<file path="config.mk">
export PLATFORM = sky130hd
export DESIGN_NAME = mrelbp_code_gen
export DESIGN_NICKNAME = d
export VERILOG_FILES = /design/src/rtl/mrelbp_pkg.sv /design/src/rtl/mrelbp_code_gen_riu2_mapper.sv /design/src/rtl/mrelbp_code_gen.sv
export SDC_FILE = /design/constraint.sdc
export NUM_CORES = 1
export LEC_CHECK = 0
export ABC_CLOCK_PERIOD_IN_PS = 14000
export BUFFER_PORTS_ARGS = -buffer_cell sky130_fd_sc_hd__buf_4
export CAP_MARGIN = 20
export CORE_MARGIN = 3
export CORE_UTILIZATION = 35
export CTS_BUF_LIST = sky130_fd_sc_hd__clkbuf_16
export DETAILED_ROUTE_END_ITERATION = 7
export PLACE_DENSITY = 0.5
export SKIP_CTS_REPAIR_TIMING = 1
export SYNTH_ARGS = -nofsm -noshare
export SYNTH_HDL_FRONTEND = slang
export SYNTH_HIERARCHICAL = 1
export SYNTH_SLANG_ARGS = --single-unit
</file>
<file path="constraint.sdc">
create_clock -name i_clk -period 14 [get_ports i_clk]
set_input_delay 0.7 -clock i_clk [delete_from_list [all_inputs] [get_ports i_clk]]
set_output_delay 0.7 -clock i_clk [all_outputs]
set_load 0.01 [all_outputs]
</file>
<file path="src/rtl/mrelbp_pkg.sv">
// Shared types and helpers for the MRELBP-NI code generator.
package mrelbp_pkg;

    typedef logic [15:0] q8_8_t;

    localparam logic [3:0] RIU2_NONUNIFORM = 4'd9;
    localparam int         NUM_NEIGH       = 8;

    // Number of set bits in an 8-bit code.
    function automatic logic [3:0] popcount8(input logic [7:0] v);
        logic [3:0] c;
        c = '0;
        for (int i = 0; i < 8; i++) begin
            c = c + {3'b000, v[i]};
        end
        return c;
    endfunction

endpackage

</file>
<file path="src/rtl/mrelbp_code_gen_riu2_mapper.sv">
// Rotation-invariant uniform (riu2) label from an 8-bit circular LBP code.
module riu2_mapper
    import mrelbp_pkg::*;
(
    input  logic [7:0] code,
    output logic [3:0] label
);

    logic [7:0] rot;
    logic [3:0] trans;

    // Circular 0/1 transitions between adjacent neighbours.
    assign rot   = {code[0], code[7:1]};
    assign trans = popcount8(code ^ rot);

    // Uniform patterns (at most 2 transitions) are labelled by their ones count.
    assign label = (trans <= 4'd2) ? popcount8(code) : RIU2_NONUNIFORM;

endmodule

</file>
<file path="src/rtl/mrelbp_code_gen.sv">
// MRELBP-NI code generator: align -> mean -> threshold/label, 3-stage valid/ready pipeline.
module mrelbp_code_gen
    import mrelbp_pkg::*;
#(
    parameter int WIDTH = 8,
    parameter int FIXED = 24,
    parameter int FRAC  = 8
) (
    input  logic             i_clk,
    input  logic             i_rst,
    input  logic             i_valid,
    output logic             o_ready,
    input  logic [WIDTH-1:0] i_q_ne_0,
    input  logic [WIDTH-1:0] i_q_ne_2,
    input  logic [WIDTH-1:0] i_q_ne_4,
    input  logic [WIDTH-1:0] i_q_ne_6,
    input  logic [FIXED-1:0] i_q_ne_1,
    input  logic [FIXED-1:0] i_q_ne_3,
    input  logic [FIXED-1:0] i_q_ne_5,
    input  logic [FIXED-1:0] i_q_ne_7,
    output logic             o_valid,
    input  logic             i_ready,
    output logic [7:0]       o_code,
    output logic [3:0]       o_label,
    output logic [15:0]      o_mean
);

    logic                        adv;
    q8_8_t [NUM_NEIGH-1:0]       aligned;
    q8_8_t [NUM_NEIGH-1:0]       s1_v;
    q8_8_t [NUM_NEIGH-1:0]       s2_v;
    logic                        s1_valid;
    logic                        s2_valid;
    logic [18:0]                 sum;
    q8_8_t                       s2_mean;
    logic [7:0]                  code;
    logic [3:0]                  label;

    function automatic q8_8_t align_int(input logic [WIDTH-1:0] p);
        return q8_8_t'({p, {FRAC{1'b0}}});
    endfunction

    // Interpolated samples above 255.996 cannot be represented in Q8.8 and clamp to max.
    function automatic q8_8_t align_fix(input logic [FIXED-1:0] x);
        if (|x[FIXED-1:16]) return 16'hFFFF;
        return x[15:0];
    endfunction

    // The whole pipeline moves together; a stalled output freezes every stage.
    assign adv     = !o_valid || i_ready;
    assign o_ready = adv;

    // Bring every neighbour into the common Q8.8 format.
    always_comb begin
        aligned    = '0;
        aligned[0] = align_int(i_q_ne_0);
        aligned[1] = align_fix(i_q_ne_1);
        aligned[2] = align_int(i_q_ne_2);
        aligned[3] = align_fix(i_q_ne_3);
        aligned[4] = align_int(i_q_ne_4);
        aligned[5] = align_fix(i_q_ne_5);
        aligned[6] = align_int(i_q_ne_6);
        aligned[7] = align_fix(i_q_ne_7);
    end

    // Stage 1: register aligned neighbours.
    always_ff @(posedge i_clk) begin
        if (i_rst) begin
            s1_valid <= 1'b0;
            s1_v     <= '0;
        end else if (adv) begin
            s1_valid <= i_valid;
            s1_v     <= aligned;
        end
    end

    // 19-bit sum cannot overflow for 8 x 16-bit operands.
    always_comb begin
        sum = '0;
        for (int k = 0; k < NUM_NEIGH; k++) begin
            sum = sum + 19'(s1_v[k]);
        end
    end

    // Stage 2: register neighbours with their truncated mean.
    always_ff @(posedge i_clk) begin
        if (i_rst) begin
            s2_valid <= 1'b0;
            s2_v     <= '0;
            s2_mean  <= '0;
        end else if (adv) begin
            s2_valid <= s1_valid;
            s2_v     <= s1_v;
            s2_mean  <= sum[18:3];
        end
    end

    // Threshold each neighbour against the mean.
    always_comb begin
        code = '0;
        for (int k = 0; k < NUM_NEIGH; k++) begin
            code[k] = (s2_v[k] >= s2_mean);
        end
    end

    riu2_mapper u_riu2 (
        .code  (code),
        .label (label)
    );

    // Stage 3: output registers, held while downstream stalls.
    always_ff @(posedge i_clk) begin
        if (i_rst) begin
            o_valid <= 1'b0;
            o_code  <= '0;
            o_label <= '0;
            o_mean  <= '0;
        end else if (adv) begin
            o_valid <= s2_valid;
            o_code  <= code;
            o_label <= label;
            o_mean  <= s2_mean;
        end
    end

endmodule

</file>
; Word level (Yosys, flattened, before mapping)
; Index checks and enable logic that the tools add are counted.
[op_classes]
muxes = 13
magnitude_cmp = 9
add_sub_neg = 21
bitwise_logic = 1
reduce_logical = 6
[op_table]
columns = operator, n
row1 = $ge 16x16->1, 8
row2 = $mux 16, 8
row3 = $add 19x16->19, 4
row4 = $add 4x1->4, 12
row5 = $reduce_or 8->1, 4
row6 = $add 18x16->19, 1
row7 = $add 17x16->18, 1
row8 = $add 16x16->17, 1
row9 = $xor 8x8->8, 1
row10 = $add 1x1->2, 2
row11 = $le 4x2->1 const B, 1
row12 = $mux 1, 4
row13 = $mux 4, 1
row14 = $logic_not 1->1, 1
row15 = $logic_or 1x1->1, 1
[word_totals]
in_bits = 132
register_bits = 239
output_inout_bits = 30
wordCells = 73

; Longest topological paths before layout
; Gate-level depths: netlist of the first run.
[logic_depth]
ltp_word = 11
mapped_depth = 20
ltp_nobuf = 20

; Hierarchy
; The synthesis of the first run kept the hierarchy.
[modules_own_cells]
columns = module, seq_area_each_um2, n_inst, cells_each, area_each_um2
row1 = mrelbp_code_gen, 4784.6, 1, 1558, 13011.2
row2 = riu2_mapper, 0.0, 1, 39, 397.9

; Least setup slack after synthesis of the first run
; Ideal clock, no wire load.
[synth_timing]
path_kind = register -> register
start = register s2_mean[5]
end = register o_label[2]
stages_incl_launch_ff = 21
path_buffers = 0
t_required_ns = 13.930
setup_time_ns = 0.070
arrival_time_ns = 4.536
synth_period_minus_slack_ns = 4.607
setup_slack_ns = 9.393
path_cell_list = dfxtp_1 inv_1 ha_1 a21o_1 a21o_1 a21o_1 a221oi_1 nand3_1 ha_1 inv_1 fa_1 fa_1 inv_1 fa_1 inv_1 fa_1 a211o_1 a221oi_2 and2_1 nand2_1 a21oi_1
[synth_via]
word_cells_on_any_way = 25
classes_between = add/sub (14) / order compare (9) / mux (1) / bitwise (1)
[synth_rtl]
columns = element, line_no
row1 = from (decl), mrelbp_code_gen.sv:35  ; q8_8_t s2_mean;
row2 = from (signal assigned), mrelbp_code_gen.sv:94  ; s2_mean <= sum[18:3];
row3 = $ge 16x16->1 (*), mrelbp_code_gen.sv:102  ; code[k] = (s2_v[k] >= s2_mean);
row4 = named net code[3], mrelbp_code_gen.sv:36  ; logic [7:0] code;
row5 = $xor 8x8->8, mrelbp_code_gen_riu2_mapper.sv:14  ; assign trans = popcount8(code ^ rot);
row6 = $add 4x1->4 (6 in a row), mrelbp_pkg.sv:14  ; c = c + {3'b000, v[i]};
row7 = $le 4x2->1, mrelbp_code_gen_riu2_mapper.sv:17  ; assign label = (trans <= 4'd2) ? popcount8(code) : RIU2_NONUNIFORM;
row8 = $mux 4 (*), mrelbp_code_gen_riu2_mapper.sv:17
row9 = named net label[2], mrelbp_code_gen.sv:37  ; logic [3:0] label;
row10 = to (signal assigned), mrelbp_code_gen.sv:121  ; o_label <= label;
row11 = to (decl), mrelbp_code_gen.sv:24  ; output logic [3:0] o_label,
; The timed path passes the listed nets; every way through them passes the cells marked *.
; A chain may end at the register's enable or synchronous reset.

; Worst setup path after layout of the first run
[layout_timing]
start = register s2_mean[5]
end = register o_label[1]
; Same word-level chain as after synthesis.

==> impl_metrics.toml, run 1 <==
[outcome]
status = "finished clean"

[pwr]
power_switching_uw = 1200
swShare = 0.404
vdd_drop_max_mv = 0.122
power.density_nw_per_um2 = 187
p_clk_frac = 0.240
p_leak_uw = 0.00746
p_int_uw = 1770
pwr-share-comb = 0.483
pwr-share-seq = 0.277

[setup_path]
endpoint = "o_label[1]$_SDFFE_PP0P_"
cp-startpoint = "s2_mean[5]$_SDFFE_PP0P_"
worstSetupStartpointType = "register"
reg2regPathDepth = 20
path_class = "register to register"
worstPathRequired_ns = 14.47
cp.arrival_ns = 5.56
end_kind = "register"
crit_fanout = 5
r2r-end = "o_label[1]$_SDFFE_PP0P_"
r2r_start = "s2_mean[5]$_SDFFE_PP0P_"
reg2reg_slack_ns = 8.91

[placement]
port-buffer-count = 161
gp_congestion = 0.871
post-place-ws_ns = 8.94
dp_hpwl_mm = 32.4

[timing]
setup_tns_ns = 0
slew_violations = 0
rsz0062_at_grt = "false"
finalCritPeriodShare = 0.364
worst_pin_slew_ns = 1.07
setup_viol = 0
finalWorstSetupSlack_ns = 8.91
fin_crit_ns = 5.09
skew_ns = 0.0137
final_hold_viol_count = 0
clock.fmax_mhz = 196
relSlewSlack = 0.288

[grt]
grt_pass1_wl_mm = 65.9
overflow = 0
grt_pass1_vias = 11100
gr-usage-all-layers = 0.208
grt_max_degree = 201
antenna_found_initial = 0

[logic_synthesis]
syn_nets = 1931
netlist_top_cells_count = "316 x nand2_1, 239 x dfxtp_1, 181 x a21oi_1"
yosysWarnings = 6
synth-edff-count = 0
yosysTopAreaCell = "dfxtp_1"
synthTopCellsByArea = "dfxtp_1 36%, ha_1 12%, fa_1 11%"
yosysMostFrequentCell = "nand2_1"
syn_area_um2 = 13400
postSynthAreaPerCell_um2 = 8.40
synth_cell_types = 64
synth_top_flop_cell = "dfxtp_1"
syn_inst = 1597
async_flop_share = 0
yosys.area.top_type_share = 0.357
ys_seq_area_frac = 0.357
synth-seq-cells = 239

[worst_hold_path]
hold_path.class = "primary input to register"
hold_path_startpoint = "i_q_ne_6[3]"
holdPathStages = 3

[cts]
clock_latency_ns = 0.55
cts-htree-levels = 1
cts_max_path_buffers = 3
clkTransAtPathRegs_ns = 0.06
cts-root-buf = "clkbuf_16"
cts_tree = "built"
cts_sinks = 239
cts_made_buffers = 28

[floorplanning]
num_rows = 71
die_x_um = 202
core_um2 = 37800
ios = 162
dieArea_um2 = 40700
initial_utilization = 0.355
die_h_um = 202

[route]
ant_nets = 0
drt-pass1-iter-count = 5
vias_per_cell = 4.95
routed-via-count = 11100
drt-total-wl_mm = 43.0
wl_per_cell_um = 19.1
drc = 0
drt_iter0_markers = 560

[layout]
antenna_cells = 0
syn_to_final_growth_pct = 18.2
drive_gt1_frac = 0.130
fill_cells = 3881
fin_nets = 2046

[flow_run]
cap_violations = 0
-- worst max-delay path: stages, from the launching register on --
cell and delay, ns:
dfxtp_1 0.37, inv_1 0.13, ha_1 0.30, a21o_1 0.18, a21o_1 0.16, a21o_1 0.19
a221oi_1 0.39, nand3_1 0.24, ha_1 0.34, inv_1 0.05, fa_1 0.50, fa_1 0.47
inv_1 0.09, fa_1 0.19, inv_1 0.05, fa_1 0.38, a211o_1 0.25, a221oi_2 0.34
and2_1 0.18, nand2_1 0.05, a21oi_1 0.15
-- layer usage --
layer / global-route usage / up-vias / wire length [um] / part of all wire
li1: - / 5554 / - / -
met1: 0.277 / 5230 / 19500 / 0.45
met2: 0.348 / 263 / 20000 / 0.46
met3: 0.0325 / 63 / 1940 / 0.045
met4: 0.0683 / 0 / 1580 / 0.037
met5: 0 / - / 0 / 0
-- logic make-up (layout without fill, tap and decap cells) --
| group | after synthesis | count (layout) | synth area share |
|---|---|---|---|
| AND/OR/NAND/NOR | 574 | 574 | 0.180 |
| AO/OA/AOI/OAI | 332 | 332 | 0.156 |
| flip-flops | 239 | 239 | 0.357 |
| buffers and inverters | 238 | 375 | 0.0709 |
| adder cells (fa/ha/maj) | 202 | 202 | 0.229 |
| XOR/XNOR | 11 | 11 | 0.00718 |
| multiplexers | 1 | 1 | 0.000747 |
-- state kept, by name, indices dropped and copies added (netlist names) --
name,cells
s2_v,96
o_code,8
s1_v,96
s2_valid,1
o_valid,1
o_mean,16
s2_mean,16
o_label,4
s1_valid,1
-- stage by stage --
step	cells	cell area (um2)	util	power [uW]	hold slack, ns
final	2245	15900	0.420	2960	0.403
after global routing	2245	15900	0.420	3210	0.404
after CTS	2245	15900	0.420	2980	0.390
after detailed placement	2193	15000	0.397	2260	0.444
after global placement	2193	15000	0.397	2240	0.441
after floorplan	1597	13400	-	1870	0.432
-- power by group through the flow --
stage	clock, uW	combinational (uW)	sequential, uW
after floorplan	0	1050	817
after global placement	0	1410	835
after detailed placement	0	1430	837
after CTS	727	1440	822
after global routing	753	1630	830
final	710	1430	821
-- placed cells by master, fill, tap and decap left out, types with 15 or more instances in the layout --
master / synthesis / layout
nor3_1: 46 / 46
a21o_1: 36 / 36
clkbuf_16: 0 / 29
buf_4: 0 / 166
o21ai_0: 15 / 15
inv_1: 155 / 157
nand2_1: 316 / 316
a21oi_1: 181 / 181
a211oi_1: 35 / 35
fa_1: 72 / 72
ha_1: 130 / 130
dfxtp_1: 239 / 239
nand3_1: 20 / 20
nor2_1: 134 / 134
-- how the worst min path moves through the flow --
| stage | endpoint | slack [ns] |
|---|---|---|
| after floorplan | s2_v[16]$_SDFFE_PP0P_ | 0.43 |
| after global placement | s2_v[48]$_SDFFE_PP0P_ | 0.44 |
| after detailed placement | o_mean[10]$_SDFFE_PP0P_ | 0.44 |
| after CTS | s1_v[107]$_SDFFE_PP0P_ | 0.39 |
| after global routing | s1_v[78]$_SDFFE_PP0P_ | 0.40 |
| final | s1_v[107]$_SDFFE_PP0P_ | 0.40 |
-- area by class of cell --
type,instances,area (um2),share of cell area
Multi-Input combinational cell,1120,7680,0.484
Sequential cell,239,4780,0.302
Timing Repair Buffer,168,1280,0.0807
Clock buffer,29,726,0.0458
Tap cell,511,639,0.0403
Inverter,155,587,0.0370
Clock inverter,23,156,0.00987
(Power assumes the default switching activity.)
==> run 2, diff against run 1 <==
--- a/config.mk
+++ b/config.mk
@@ -5,14 +5,15 @@
 export SDC_FILE = /design/constraint.sdc
 export NUM_CORES = 1
 export LEC_CHECK = 0
-export ABC_CLOCK_PERIOD_IN_PS = 14000
+export ABC_AREA = 1
+export ABC_CLOCK_PERIOD_IN_PS = 4400
 export BUFFER_PORTS_ARGS = -buffer_cell sky130_fd_sc_hd__buf_4
 export CAP_MARGIN = 20
 export CORE_MARGIN = 3
 export CORE_UTILIZATION = 35
 export CTS_BUF_LIST = sky130_fd_sc_hd__clkbuf_16
 export DETAILED_ROUTE_END_ITERATION = 7
-export PLACE_DENSITY = 0.5
+export PLACE_DENSITY = 0.51
 export SKIP_CTS_REPAIR_TIMING = 1
 export SYNTH_ARGS = -nofsm -noshare
 export SYNTH_HDL_FRONTEND = slang
==> constraint.sdc (replaced) <==
create_clock -name i_clk -period 4.4 [get_ports i_clk]
set_input_delay 0.22 -clock i_clk [delete_from_list [all_inputs] [get_ports i_clk]]
set_output_delay 0.22 -clock i_clk [all_outputs]
set_load 0.01 [all_outputs]
==> run 2 against run 1 <==
Against the previous run:
- the run now ends with hold timing left
- critical path depth unchanged
- core utilization rose by 3.8 points
- sequential power rose to 3.2 times the previous value
- area after synthesis grew 1.9%
==> impl_metrics.toml, run 2 <==
[cts]
cts-htree-levels = 1
clock_latency_ns = 0.57
cts_max_path_buffers = 3
cts_made_buffers = 28
cts_sinks = 239
clkTransAtPathRegs_ns = 0.06
cts_tree = "built"
cts-root-buf = "clkbuf_16"

[setup_path]
crit_fanout = 5
r2r_start = "s2_mean[14]$_SDFFE_PP0P_"
path_class = "register to register"
worstSetupStartpointType = "register"
end_kind = "register"
r2r-end = "o_label[2]$_SDFFE_PP0P_"
reg2regPathDepth = 20
worstPathRequired_ns = 4.86
cp.arrival_ns = 4.65
reg2reg_slack_ns = 0.21

[grt]
gr-usage-all-layers = 0.202
overflow = 0
grt_pass1_vias = 11400
grt_pass1_wl_mm = 66.0
grt_max_degree = 194
antenna_found_initial = 0

[layout]
drive_gt1_frac = 0.146
area.sequential_um2 = 4790
mostFrequentLayoutCells = "234 x inv_1, 234 x dfxtp_1, 233 x nor2_1"
final_util = 0.458
multiInputGateArea_um2 = 7620
fin_nets = 2310
syn_to_final_growth_pct = 27.6
final_cells = 2508
antenna_cells = 0
fill_cells = 3840
largestRegisters = "s1_v (96), s2_v (96)"

[route]
vias_per_cell = 4.75
routed-via-count = 11900
ant_nets = 0
drc = 0
drt-pass1-iter-count = 5
drt_iter0_markers = 628
drt-total-wl_mm = 42.5
wl_per_cell_um = 16.9

[logic_synthesis]
synth_cell_types = 31
synth-edff-count = 0
netlist_top_cells_count = "241 x inv_1, 239 x dfxtp_1, 235 x nor2_1"
yosys.area.top_type_share = 0.350
synth-seq-cells = 239
yosysMostFrequentCell = "inv_1"
synthTopCellsByArea = "dfxtp_1 35%, ha_1 12%, fa_1 11%"
syn_nets = 2069
ys_seq_area_frac = 0.350
syn_area_um2 = 13700
synth_top_flop_cell = "dfxtp_1"
postSynthAreaPerCell_um2 = 7.87
async_flop_share = 0
syn_inst = 1735
yosysTopAreaCell = "dfxtp_1"
yosysWarnings = 6

[timing]
finalWorstSetupSlack_ns = 0.210
worst_pin_slew_ns = 1.01
rsz0062_at_grt = "true"
setup_viol = 0
skew_ns = 0.0204
finalCritPeriodShare = 0.952
hold-worst-slack_ns = -0.0367
clock.fmax_mhz = 239
fin_crit_ns = 4.19
relSlewSlack = 0.324
slew_violations = 0
final_hold_viol_count = 6

[worst_hold_path]
hold_end = "s1_v[43]$_SDFFE_PP0P_"
holdPathStages = 3
hold_path.class = "primary input to register"
hold_path_startpoint = "i_q_ne_2[3]"

[pwr]
vdd_drop_max_mv = 0.394
p_leak_uw = 0.00855
power.density_nw_per_um2 = 629

[placement]
gp_congestion = 0.875
post-place-ws_ns = 0.0662
dp.cells = 2363
dp_hpwl_mm = 31.4
port-buffer-count = 161

[outcome]
status = "finished with violations"
failed_checks = "hold timing"

[floorplanning]
num_rows = 71
die_h_um = 204
core_um2 = 38000
die_x_um = 204
ios = 162
dieArea_um2 = 41400
initial_utilization = 0.359

[flow_run]
cap_violations = 0
[run 2: cell types whose count changed in the layout (fill, tap and decap cells not counted), moves of 40 or more]
cell,before,now
nand2_1,316,181
buf_4,166,206
dlygate4sd3_1,0,89
nor2_1,134,233
inv_1,157,234
o21ai_1,2,114
o21ai_0,15,127
[run 2: layout make-up]
class / count / area share
timing repair buffer: 297 / 0.142
clock buffer: 28 / 0.0402
clock inverter: 23 / 0.0153
multi-input combinational: 1167 / 0.438
inverter: 243 / 0.0531
tap: 511 / 0.0367
sequential: 239 / 0.275
[run 2: through the flow]
stage / cell area (um2) / hold slack (ns) / power, uW / setup TNS (ns)
global route: 17400 / 0.000500 / 12100 / -0.0781
floorplan: 13700 / 0.289 / 6490 / 0
global placement: 15400 / 0.421 / 8210 / 0
detailed placement: 15400 / 0.430 / 8260 / 0
CTS: 16400 / -0.170 / 10800 / 0
finish: 17400 / -0.0367 / 11000 / 0
[run 2: metal layers]
layer | global-route usage | part of all wire | wire (um)
met1 | 0.313 | 0.51 | 21600
met2 | 0.300 | 0.43 | 18200
met3 | 0.0332 | 0.046 | 1950
met4 | 0.0324 | 0.015 | 626
met5 | 0.0131 | 0.0017 | 73
[run 2: where the power goes]
group          switching [uW]  internal (uW)
registers                 177           2430
clock network             958           1500
logic                    3500           2380
total                    4640           6320
[run 2: worst max-delay path, cell delays in order (launching register included)]
cell	delay, ns
dfxtp_1	0.35
inv_2	0.08
buf_4	0.17
ha_1	0.30
nand4_1	0.14
nor3_2	0.05
nand2_1	0.06
nand4_1	0.25
xnor2_4	0.22
fa_2	0.51
fa_1	0.54
inv_1	0.06
fa_2	0.38
inv_1	0.08
fa_1	0.40
nor2_2	0.11
nor2_2	0.05
nand2_1	0.08
nor2_1	0.04
o21ai_1	0.13
nor2_1	0.06
[run 2: worst max-delay path by stage]
stage,start,endpoint,slack (ns),depth (start not counted)
after global placement,s2_mean[1]$_SDFFE_PP0P_,o_label[2]$_SDFFE_PP0P_,0.07,24
after global routing,s2_mean[12]$_SDFFE_PP0P_,o_label[1]$_SDFFE_PP0P_,-0.05,20
after detailed placement,s2_mean[1]$_SDFFE_PP0P_,o_label[2]$_SDFFE_PP0P_,0.07,24
after floorplan,s2_mean[11]$_SDFFE_PP0P_,o_label[2]$_SDFFE_PP0P_,0.20,20
after CTS,s2_mean[11]$_SDFFE_PP0P_,o_label[2]$_SDFFE_PP0P_,0.03,21
final,s2_mean[14]$_SDFFE_PP0P_,o_label[2]$_SDFFE_PP0P_,0.21,20
[run 2: cells by family (layout without fill, tap and decap cells)]
| kind of cell | count (synthesis) | after routing | share of synthesized area |
|---|---|---|---|
| XOR/XNOR | 12 | 12 | 0.00770 |
| AND/OR/NAND/NOR | 499 | 499 | 0.149 |
| buffers and inverters | 329 | 591 | 0.0994 |
| adder cells (fa/ha/maj) | 202 | 202 | 0.225 |
| AO/OA/AOI/OAI | 454 | 454 | 0.169 |
| flip-flops | 239 | 239 | 0.350 |
